--- src/rtl/seq_stage_ctrl_pkg.sv ---
// Shared definitions for the sequential Y86-style stage controller:
// state encodings, instruction codes, status codes and opcode-class helpers.
package seq_stage_ctrl_pkg;

   typedef logic [2:0] state_t;

   localparam state_t ST_IDLE      = 3'd0;
   localparam state_t ST_FETCH     = 3'd1;
   localparam state_t ST_DECODE    = 3'd2;
   localparam state_t ST_EXECUTE   = 3'd3;
   localparam state_t ST_MEMORY    = 3'd4;
   localparam state_t ST_WRITEBACK = 3'd5;
   localparam state_t ST_PCUPD     = 3'd6;
   localparam state_t ST_HALT      = 3'd7;

   localparam logic [3:0] IC_HALT  = 4'h0;
   localparam logic [3:0] IC_NOP   = 4'h1;
   localparam logic [3:0] IC_CMOV  = 4'h2;
   localparam logic [3:0] IC_IRMOV = 4'h3;
   localparam logic [3:0] IC_RMMOV = 4'h4;
   localparam logic [3:0] IC_MRMOV = 4'h5;
   localparam logic [3:0] IC_OPQ   = 4'h6;
   localparam logic [3:0] IC_JXX   = 4'h7;
   localparam logic [3:0] IC_CALL  = 4'h8;
   localparam logic [3:0] IC_RET   = 4'h9;
   localparam logic [3:0] IC_PUSH  = 4'hA;
   localparam logic [3:0] IC_POP   = 4'hB;

   localparam logic [2:0] STAT_AOK = 3'd1;
   localparam logic [2:0] STAT_HLT = 3'd2;
   localparam logic [2:0] STAT_ADR = 3'd3;
   localparam logic [2:0] STAT_INS = 3'd4;

   function automatic logic is_mem_op(input logic [3:0] ic);
      case (ic)
         IC_RMMOV, IC_MRMOV, IC_CALL, IC_RET, IC_PUSH, IC_POP: is_mem_op = 1'b1;
         default:                                               is_mem_op = 1'b0;
      endcase
   endfunction

   function automatic logic writes_rf(input logic [3:0] ic);
      case (ic)
         IC_CMOV, IC_IRMOV, IC_MRMOV, IC_OPQ,
         IC_CALL, IC_RET, IC_PUSH, IC_POP: writes_rf = 1'b1;
         default:                          writes_rf = 1'b0;
      endcase
   endfunction

endpackage

--- src/rtl/seq_mem_wait_timer.sv ---
// Counts MEMORY-state cycles spent waiting for dmem_ready and flags the
// cycle in which the wait would reach MEM_TIMEOUT.
module seq_mem_wait_timer #(
   parameter int MEM_TIMEOUT = 16
) (
   input  logic clk,
   input  logic reset,
   input  logic clear_i,
   input  logic wait_i,
   output logic expired_o
);

   localparam int CW = $clog2(MEM_TIMEOUT + 1);

   logic [CW-1:0] cnt_q;
   logic [CW-1:0] cnt_d;

   always_comb begin
      cnt_d = cnt_q;
      if (clear_i) begin
         cnt_d = '0;
      end else if (wait_i) begin
         cnt_d = cnt_q + CW'(1);
      end else begin
         cnt_d = cnt_q;
      end
   end

   always_ff @(posedge clk) begin
      if (reset) begin
         cnt_q <= '0;
      end else begin
         cnt_q <= cnt_d;
      end
   end

   // This wait cycle is the MEM_TIMEOUT-th one: the controller must abort now.
   assign expired_o = wait_i && !clear_i && (cnt_q == CW'(MEM_TIMEOUT - 1));

endmodule

--- src/rtl/seq_stage_ctrl.sv ---
// Sequential F/D/E/M/W/PC stage controller with status and retire count.
// Optional retire counter: define SEQ_STAGE_CTRL_RETIRE_CNT_EN.
module seq_stage_ctrl
   import seq_stage_ctrl_pkg::*;
#(
   parameter int MEM_TIMEOUT = 16,
   parameter int CNT_W       = 32
) (
   input  logic             clk,
   input  logic             reset,
   input  logic             start,
   input  logic [3:0]       icode,
   input  logic             instr_valid,
   input  logic             imem_error,
   input  logic             dmem_ready,
   input  logic             dmem_error,
   output logic [5:0]       stage_en,
   output logic             cc_we,
   output logic             rf_we,
   output logic             pc_we,
   output logic             dmem_req,
   output logic [2:0]       stat,
   output logic [CNT_W-1:0] retired
);

   state_t     state_q, state_d;
   logic [2:0] stat_q, stat_d;
   logic [5:0] stage_en_q, stage_en_d;
   logic       cc_we_q, cc_we_d;
   logic       rf_we_q, rf_we_d;
   logic       pc_we_q, pc_we_d;
   logic       dmem_req_q, dmem_req_d;

   logic mem_op_s;
   logic wait_s;
   logic clear_s;
   logic expired_s;

   assign mem_op_s = is_mem_op(icode);
   assign clear_s  = (state_q != ST_MEMORY);
   assign wait_s   = (state_q == ST_MEMORY) && mem_op_s && !dmem_error && !dmem_ready;

   seq_mem_wait_timer #(
      .MEM_TIMEOUT(MEM_TIMEOUT)
   ) u_wait_timer (
      .clk      (clk),
      .reset    (reset),
      .clear_i  (clear_s),
      .wait_i   (wait_s),
      .expired_o(expired_s)
   );

   always_comb begin
      state_d = state_q;
      stat_d  = stat_q;
      case (state_q)
         ST_IDLE: begin
            if (start) state_d = ST_FETCH;
            else       state_d = ST_IDLE;
         end
         ST_FETCH: begin
            if (imem_error) begin
               state_d = ST_HALT;
               stat_d  = STAT_ADR;
            end else if (!instr_valid) begin
               state_d = ST_HALT;
               stat_d  = STAT_INS;
            end else begin
               state_d = ST_DECODE;
            end
         end
         ST_DECODE:  state_d = ST_EXECUTE;
         ST_EXECUTE: state_d = ST_MEMORY;
         ST_MEMORY: begin
            // A data fault beats a simultaneous ready.
            if (!mem_op_s) begin
               state_d = ST_WRITEBACK;
            end else if (dmem_error || expired_s) begin
               state_d = ST_HALT;
               stat_d  = STAT_ADR;
            end else if (dmem_ready) begin
               state_d = ST_WRITEBACK;
            end else begin
               state_d = ST_MEMORY;
            end
         end
         ST_WRITEBACK: state_d = ST_PCUPD;
         ST_PCUPD: begin
            if (icode == IC_HALT) begin
               state_d = ST_HALT;
               stat_d  = STAT_HLT;
            end else begin
               state_d = ST_FETCH;
            end
         end
         ST_HALT: state_d = ST_HALT;
         default: begin
            state_d = ST_IDLE;
            stat_d  = STAT_AOK;
         end
      endcase
   end

   // Outputs are decoded from the next state so they register in step with it.
   always_comb begin
      stage_en_d = 6'b000000;
      cc_we_d    = 1'b0;
      rf_we_d    = 1'b0;
      pc_we_d    = 1'b0;
      dmem_req_d = 1'b0;
      case (state_d)
         ST_FETCH:     stage_en_d = 6'b000001;
         ST_DECODE:    stage_en_d = 6'b000010;
         ST_EXECUTE: begin
            stage_en_d = 6'b000100;
            cc_we_d    = (icode == IC_OPQ);
         end
         ST_MEMORY: begin
            stage_en_d = 6'b001000;
            dmem_req_d = mem_op_s;
         end
         ST_WRITEBACK: begin
            stage_en_d = 6'b010000;
            rf_we_d    = writes_rf(icode);
         end
         ST_PCUPD: begin
            stage_en_d = 6'b100000;
            pc_we_d    = 1'b1;
         end
         default:      stage_en_d = 6'b000000;
      endcase
   end

   always_ff @(posedge clk) begin
      if (reset) begin
         state_q    <= ST_IDLE;
         stat_q     <= STAT_AOK;
         stage_en_q <= 6'b000000;
         cc_we_q    <= 1'b0;
         rf_we_q    <= 1'b0;
         pc_we_q    <= 1'b0;
         dmem_req_q <= 1'b0;
      end else begin
         state_q    <= state_d;
         stat_q     <= stat_d;
         stage_en_q <= stage_en_d;
         cc_we_q    <= cc_we_d;
         rf_we_q    <= rf_we_d;
         pc_we_q    <= pc_we_d;
         dmem_req_q <= dmem_req_d;
      end
   end

   assign stage_en = stage_en_q;
   assign cc_we    = cc_we_q;
   assign rf_we    = rf_we_q;
   assign pc_we    = pc_we_q;
   assign dmem_req = dmem_req_q;
   assign stat     = stat_q;

`ifdef SEQ_STAGE_CTRL_RETIRE_CNT_EN
   logic [CNT_W-1:0] retired_q;

   // Every PCUPD cycle retires one instruction, halt included; wraps silently.
   always_ff @(posedge clk) begin
      if (reset) begin
         retired_q <= '0;
      end else if (state_q == ST_PCUPD) begin
         retired_q <= retired_q + CNT_W'(1);
      end else begin
         retired_q <= retired_q;
      end
   end

   assign retired = retired_q;
`else
   assign retired = '0;
`endif

endmodule
--- config.mk ---
export PLATFORM = sky130hd
export DESIGN_NAME = seq_stage_ctrl
export DESIGN_NICKNAME = d
export VERILOG_FILES = /design/src/rtl/seq_stage_ctrl_pkg.sv /design/src/rtl/seq_mem_wait_timer.sv /design/src/rtl/seq_stage_ctrl.sv
export SDC_FILE = /design/constraint.sdc
export NUM_CORES = 1
export LEC_CHECK = 0
export ABC_AREA = 0
export BUFFER_PORTS_ARGS = -buffer_cell sky130_fd_sc_hd__buf_2
export CORE_ASPECT_RATIO = 0.75
export CORE_UTILIZATION = 30
export DETAILED_ROUTE_END_ITERATION = 12
export SLEW_MARGIN = 5
export SYNTH_ARGS = -nofsm -noshare
export SYNTH_HDL_FRONTEND = slang
export SYNTH_SLANG_ARGS = --single-unit
--- constraint.sdc ---
create_clock -name clk -period 2.93 [get_ports clk]
set_input_delay 0.586 -clock clk [delete_from_list [all_inputs] [get_ports clk]]
set_output_delay 0.586 -clock clk [all_outputs]
set_load 0.05 [all_outputs]
Yosys cells after proc, flatten, opt, wreduce, memory -nomap -nowiden

Memory sizes are Yosys's and may differ from the RTL's. A register that Yosys moved wholly into a read port is not among the register bits.
Index checks and enable logic that the tools add are counted.

Add/sub/neg operators: 1
Equality and inequality tests: 26
Multiplexer cells: 17
Bitwise gates (word level): 3
Reduce and logical (&&, ||, !) cells: 18

Operator list:

| cell                | count |
|---|---|
| $pmux 6 s6          | 1 |
| $mux 3              | 8 |
| $pmux 3 s8          | 1 |
| $eq 3x3->1 const B  | 7 |
| $eq 4x4->1 const B  | 4 |
| $eq 3x2->1 const B  | 4 |
| $eq 4x3->1 const B  | 3 |
| $pmux 3 s3          | 1 |
| $reduce_or 2->1     | 4 |
| $eq 3x1->1 const B  | 2 |
| $ne 3x3->1 const B  | 2 |
| $reduce_or 6->1     | 1 |
| $add 5x1->5 const B | 1 |
| $eq 5x4->1 const B  | 1 |
| $logic_and 1x1->1   | 5 |
| $reduce_and 5->1    | 1 |
| $logic_not 4->1     | 1 |
| $mux 1              | 4 |
| $mux 2              | 2 |
| $ne 2x2->1 const B  | 2 |
| $logic_not 1->1     | 3 |
| $logic_not 3->1     | 1 |
| $not 1->1           | 3 |
| $reduce_bool 3->1   | 1 |
| 2 further kinds     | 2 |

Flip-flop bits (word level): 20
Memory bits (read-only): 16
Bits of input ports: 11
Memories kept: 1

Memories:

| memory          | depth | bits a word | rd ports | clocked after Yosys merged registers in | wr ports | RTL line                 | text |
|---|---|---|---|---|---|---|---|
| (no name shown) | 16    | 1           | 1        | 1                                       | 0        | seq_stage_ctrl_pkg.sv:42 | `case (ic)` |

Depth between registers and ports, before layout

Word-level depth: 15
Depth in mapped cells: 8
Gate-level depth less buffers: 8

By module

A second synthesis with hierarchy kept.

Cells, all modules: 156
Area total of the unflattened synthesis: 1346.3 µm²

Modules (own cells, without submodules):

| module             | instances | cells an instance | area each (µm²) | seq. area each (µm²) |
|---|---|---|---|---|
| seq_stage_ctrl     | 1         | 131               | 1071.0          | 320.3 |
| seq_mem_wait_timer | 1         | 25                | 275.3           | 100.1 |

Least setup slack after synthesis

No wires, ideal clock.

Path type: input port to flip-flop
From: in icode[0]
To: reg stage_en_q[0] (netlist: stage_en[0])
Setup time: 0.061 ns
Arrival: 1.838 ns
Setup slack: 1.031 ns
Cell stages on the path: 7
Path buffers: 0
Cells stage by stage: inv_1 > ha_1 > or2_1 > a2bb2oi_2 > o31a_1 > a2bb2oi_1 > and4b_1

Longest elaborated chain between the ends: 14

RTL lines:

| element                                  | RTL line                 | text |
|---|---|---|
| start: declaration                       | seq_stage_ctrl.sv:12     | `input logic [3:0] icode,` |
| $eq 4x3->1 or $eq 4x4->1 (tied branches) | seq_stage_ctrl_pkg.sv:35 | `case (ic)` |
| $reduce_or 6->1                          | seq_stage_ctrl_pkg.sv:35 |  |
| $mux 1                                   | seq_stage_ctrl_pkg.sv:35 |  |
| $logic_and 1x1->1 (3 in series)          | seq_stage_ctrl.sv:41     | `assign wait_s = (state_q == ST_MEMORY) && mem_op_s && !dmem_error && !dmem_ready;` |
| $logic_and 1x1->1 (2 in series)          | seq_mem_wait_timer.sv:38 | `assign expired_o = wait_i && !clear_i && (cnt_q == CW'(MEM_TIMEOUT - 1));` |
| $logic_or 1x1->1                         | seq_stage_ctrl.sv:78     | `end else if (dmem_error \|\| expired_s) begin` |
| $mux 2                                   | seq_stage_ctrl.sv:78     |  |
| $mux 2                                   | seq_stage_ctrl.sv:76     | `if (!mem_op_s) begin` |
| $pmux 3 s8 (*)                           | seq_stage_ctrl.sv:56     | `case (state_q)` |
| $eq 3x3->1, or another cell as far along | seq_stage_ctrl.sv:111    | `case (state_d)` |
| $pmux 6 s6 (*)                           | seq_stage_ctrl.sv:111    |  |
| end signal: assignment                   | seq_stage_ctrl.sv:146    | `stage_en_q <= stage_en_d;` |
| end: declaration                         | seq_stage_ctrl.sv:28     | `logic [5:0] stage_en_q, stage_en_d;` |

Mark *: on every way between the ends. The rest lies on a longest branch, timed or not.
A chain may end at the register's enable or synchronous reset.

Final worst setup path

From: in icode[0]
To: reg rf_we_q (netlist: rf_we)

Longest elaborated chain between the ends: 15

RTL lines:

| element                                  | RTL line                 | text |
|---|---|---|
| $eq 4x3->1 or $eq 4x4->1 (tied branches) | seq_stage_ctrl_pkg.sv:35 |  |
| $reduce_or 6->1                          | seq_stage_ctrl_pkg.sv:35 |  |
| $mux 1                                   | seq_stage_ctrl_pkg.sv:35 |  |
| $logic_and 1x1->1 (3 in series)          | seq_stage_ctrl.sv:41     |  |
| $logic_and 1x1->1 (2 in series)          | seq_mem_wait_timer.sv:38 |  |
| $logic_or 1x1->1                         | seq_stage_ctrl.sv:78     |  |
| $mux 2                                   | seq_stage_ctrl.sv:78     |  |
| $mux 2                                   | seq_stage_ctrl.sv:76     |  |
| $pmux 3 s8                               | seq_stage_ctrl.sv:56     |  |
| $eq 3x3->1                               | seq_stage_ctrl.sv:111    |  |
| $not 1->1 (no line)                      | -                        |  |
| $reduce_or 2->1 (no line)                | -                        |  |
| end: declaration                         | seq_stage_ctrl.sv:30     | `logic rf_we_q, rf_we_d;` |

Parallel ways exist; a longest one is shown, timed or not.

==> results.txt <==
The run finished with clean final reports. The global placer's final weighted congestion was 0.819. In this run the critical register-to-register path is launched from u_wait_timer.cnt_q[0]$_SDFFE_PP0N_.

The width of the die came out at 79.4 µm. Grouping stages by cell kind, the critical path spends the most delay in compound AO/OA/AOI/OAI gates. After clock tree synthesis, the repair step resized 0 gates.

TritonCTS created 3 clock buffers. The share of synthesized area occupied by flip-flops and latches was 0.312. The critical setup path kind was primary input to flip-flop. In this run, the number of DRC markers left after iteration 0 of detailed routing was 44.

The proportion of synthesized flip-flops having asynchronous set or reset is 0. TritonCTS built the clock tree. Number of antenna violations at the first check in global routing: 0. The number of antenna diodes in the final layout is 0. The area of the die is 4770 µm², and the number of vias in the routed layout is 979.

The worst setup path is captured at a flip-flop. In this run the worst setup path begins at icode[0]. The final setup violation count was 0. After routing, the total negative slack on setup checks comes to 0 ns. The standard cell with the maximum stage delay on the critical path was sky130_fd_sc_hd__a2bb2oi_2. The class of the worst hold path was flip-flop to flip-flop. Setup repair after global routing left no endpoint under its margin. For this design, the CTS-stage hold fixing added 0 buffers.

Peak supply drop: 263 µV. The part of the power in the clock network was 0.194; the relative area change from synthesis to final layout was 5.85%. In this run the worst path has a maximum fanout of 4. In this run the remaining antenna-violating nets after routing total 0. The power density normalized to cell area was 674 nW/µm². The critical path goes through buf_2, inv_1, ha_1, or2_1, a2bb2oi_2, o31a_1, a2bb2oi_1, and4b_1. For the number of failing hold endpoints at the final stage, the log shows 0. In this run the deepest clock path goes through 2 buffers.

The clock-pin slew on the worst setup and hold paths was 0.07 ns. The final worst clock skew was 0.00489 ns; the count of standard-cell rows was 20. For this run, the slowest stage of the critical path takes 0.28 ns. The cell count after synthesis came out at 154. The share of total power in combinational logic is 0.434. 56 I/O pins were placed. In this run the number of cells on the critical path is 8. The count of flip-flops with a built-in enable after synthesis is 0.

The average cell area after synthesis was 8.75 µm²; the vertical die dimension was 60.0 µm. The average wire length per cell after detail routing was 10.3 µm. The instance count after placement with tap cells included came out at 227. The number of buffers added on ports is 23, and the final standard cell count with taps included and fillers excluded is 231.

The prevailing post-synth register cell was sky130_fd_sc_hd__dfxtp_1. The HPWL after detailed placement is 1910 µm. The analysis attributes to cell leakage a power of 0.000671 µW. Yosys printed 0 warnings.

H-tree depth: 1. At the later pin of the worst-skew pair, clock insertion delay measures 0.26 ns. In this run, synthesis produced a sequential element count of 21. Entering global routing, the biggest net connects 13 pins.

The sequential share of power is 0.372. The number of cells on the worst reg-to-reg path is 7. The tools report the post-synthesis instance area as 1350 µm². The endpoint identified for the worst register-to-register timing path is stat[2]$_SDFFE_PP0P_.

Static timing analysis puts the maximum clock frequency at 508 MHz. For the worst setup path, the data arrival time is 2.17 ns. The post-route clock period utilization is 0.672, and the remaining global-route overflow is 0. The distinct cell type count after synthesis is 40. The total length of routed wires was 2370 µm. The average via count per standard cell was 4.24; the number of buffer and inverter instances along the worst setup path was 2.

The analysis attributes to net switching a power of 432 µW. Once the clock tree was built, the setup fixing pass inserted 0 buffers. The starting density of the core is 0.322, and the first-pass iteration count of the detailed router is 4. The DRC violation count after routing is 0, and the endpoint required time on the critical path is 3.13 ns.

The top cell types in the final layout, fill and taps aside, are sky130_fd_sc_hd__conb_1, sky130_fd_sc_hd__buf_2, sky130_fd_sc_hd__dfxtp_1, sky130_fd_sc_hd__nor2_1, sky130_fd_sc_hd__inv_1. Clock tree synthesis selected as its root buffer the cell sky130_fd_sc_hd__clkbuf_8. The worst hold path was traced through 2 stages. The first global-routing pass estimated 3940 µm of wire. The worst path in the final design needs a cycle of 1.97 ns, including I/O delays and setup. The tools report the total global routing track utilization as 0.108.

The leading cell type in the layout, fill and taps excluded is sky130_fd_sc_hd__conb_1. The run gives 0.98 ns as the minimum setup slack among reg-to-reg paths. The share of total power consumed by net switching was 0.449. Max-cap violation count: 0. In this run the worst setup path terminates at rf_we$_SDFF_PP0_. The total area inside the core boundary comes to 4180 µm².

On the final layout, the worst hold slack is 0.456 ns. The layout net count was 194. Counting every sink on the clock net gives 21. The fraction of final layout cells sized beyond drive strength 1 is 0.182. The max-slew violation count was 0. STA classifies the critical path startpoint as a primary input.

Internal power comes to 529 µW. The via count of the first global-routing pass was 850.
[how the worst min path moves through the flow]
stage | startpoint | end | slack (ns)
floorplan | u_wait_timer.cnt_q[3]$_SDFFE_PP0N_ | u_wait_timer.cnt_q[3]$_SDFFE_PP0N_ | 0.47
global placement | stat[1]$_SDFFE_PP0P_ | stat[1]$_SDFFE_PP0P_ | 0.45
detailed placement | stat[1]$_SDFFE_PP0P_ | stat[1]$_SDFFE_PP0P_ | 0.45
CTS | stat[1]$_SDFFE_PP0P_ | stat[1]$_SDFFE_PP0P_ | 0.47
global route | stat[1]$_SDFFE_PP0P_ | stat[1]$_SDFFE_PP0P_ | 0.50
finish | stat[1]$_SDFFE_PP0P_ | stat[1]$_SDFFE_PP0P_ | 0.46
[power groups by stage]
stage | logic (µW) | clock network (µW) | registers [µW]
after floorplan | 322 | 0 | 429
after global placement | 416 | 0 | 364
after detailed placement | 415 | 0 | 363
after CTS | 417 | 197 | 357
after global routing | 447 | 209 | 365
final | 417 | 186 | 358
[layer usage]
metal / GRT usage / routed length [µm] / vias to the layer above
met5: 0 / 0 / -
met2: 0.164 / 962 / 33
met3: 0.0397 / 201 / 5
met4: 0.0312 / 21 / 0
met1: 0.144 / 1180 / 437
li1: - / - / 504
[synthesized netlist by cell type (all sizes together) (2+ instances only)]
| cell type | instances | area share |
|---|---|---|
| a2bb2oi | 2 | 0.018 |
| mux2i | 3 | 0.022 |
| nor2b | 5 | 0.023 |
| inv | 7 | 0.020 |
| a21oi | 7 | 0.029 |
| nand2b | 2 | 0.0093 |
| nand2 | 2 | 0.0056 |
| nand4 | 2 | 0.0093 |
| ha | 6 | 0.056 |
| o21ai | 5 | 0.019 |
| a22o | 3 | 0.020 |
| buf | 35 | 0.20 |
| xor2 | 3 | 0.020 |
| or2 | 2 | 0.0093 |
| nor3b | 3 | 0.025 |
| nor3 | 5 | 0.019 |
| dfxtp | 21 | 0.31 |
| and4b | 3 | 0.022 |
| nor2 | 18 | 0.050 |
| and3 | 3 | 0.014 |
| a211oi | 3 | 0.017 |
[cell families (layout without fill, tap and decap cells)]
logic type,after synthesis,after routing,share of synthesized area
muxes,4,4,0.0306
other,1,32,0.00278
and+or+nand+nor,50,50,0.211
buffers and inverters,43,34,0.218
DFF,21,21,0.312
adders and majority gates,6,6,0.0557
xor gates and xnor gates,4,4,0.0260
AOI/OAI and AO/OA,25,25,0.144
[area by class of cell]
type,instances,area (µm²)
Fill cell,458,2750
Clock inverter,1,5.00
Tap cell,55,68.8
Sequential cell,21,420
Clock buffer,3,41.3
Multi-Input combinational cell,121,749
Timing Repair Buffer,23,115
Inverter,7,26.3
[registers in the layout, indices dropped and copies added, names as in the netlist]
name                flops
dmem_req                1
cc_we                   1
u_wait_timer.cnt_q      5
stat                    3
pc_we                   1
state_q                 3
rf_we                   1
stage_en                6
[worst register-to-register path, stage by stage (launching register included)]
cell	delay, ns
sky130_fd_sc_hd__dfxtp_1	0.37
sky130_fd_sc_hd__ha_1	0.18
sky130_fd_sc_hd__and3_1	0.16
sky130_fd_sc_hd__ha_1	0.16
sky130_fd_sc_hd__nor2b_1	0.21
sky130_fd_sc_hd__o221ai_1	0.15
sky130_fd_sc_hd__a22o_1	0.30
sky130_fd_sc_hd__mux2_1	0.32
[stage by stage]
step | utilization | instance area [µm²] | worst slack (ns) | power [µW]
finish | 0.341 | 1430 | 0.961 | 961
global route | 0.341 | 1430 | 0.823 | 1020
CTS | 0.341 | 1430 | 0.975 | 971
detailed placement | 0.330 | 1380 | 0.712 | 778
global placement | 0.330 | 1380 | 0.691 | 780
floorplan | - | 1460 | 1.03 | 752
Power figures use the tool's default switching activity.
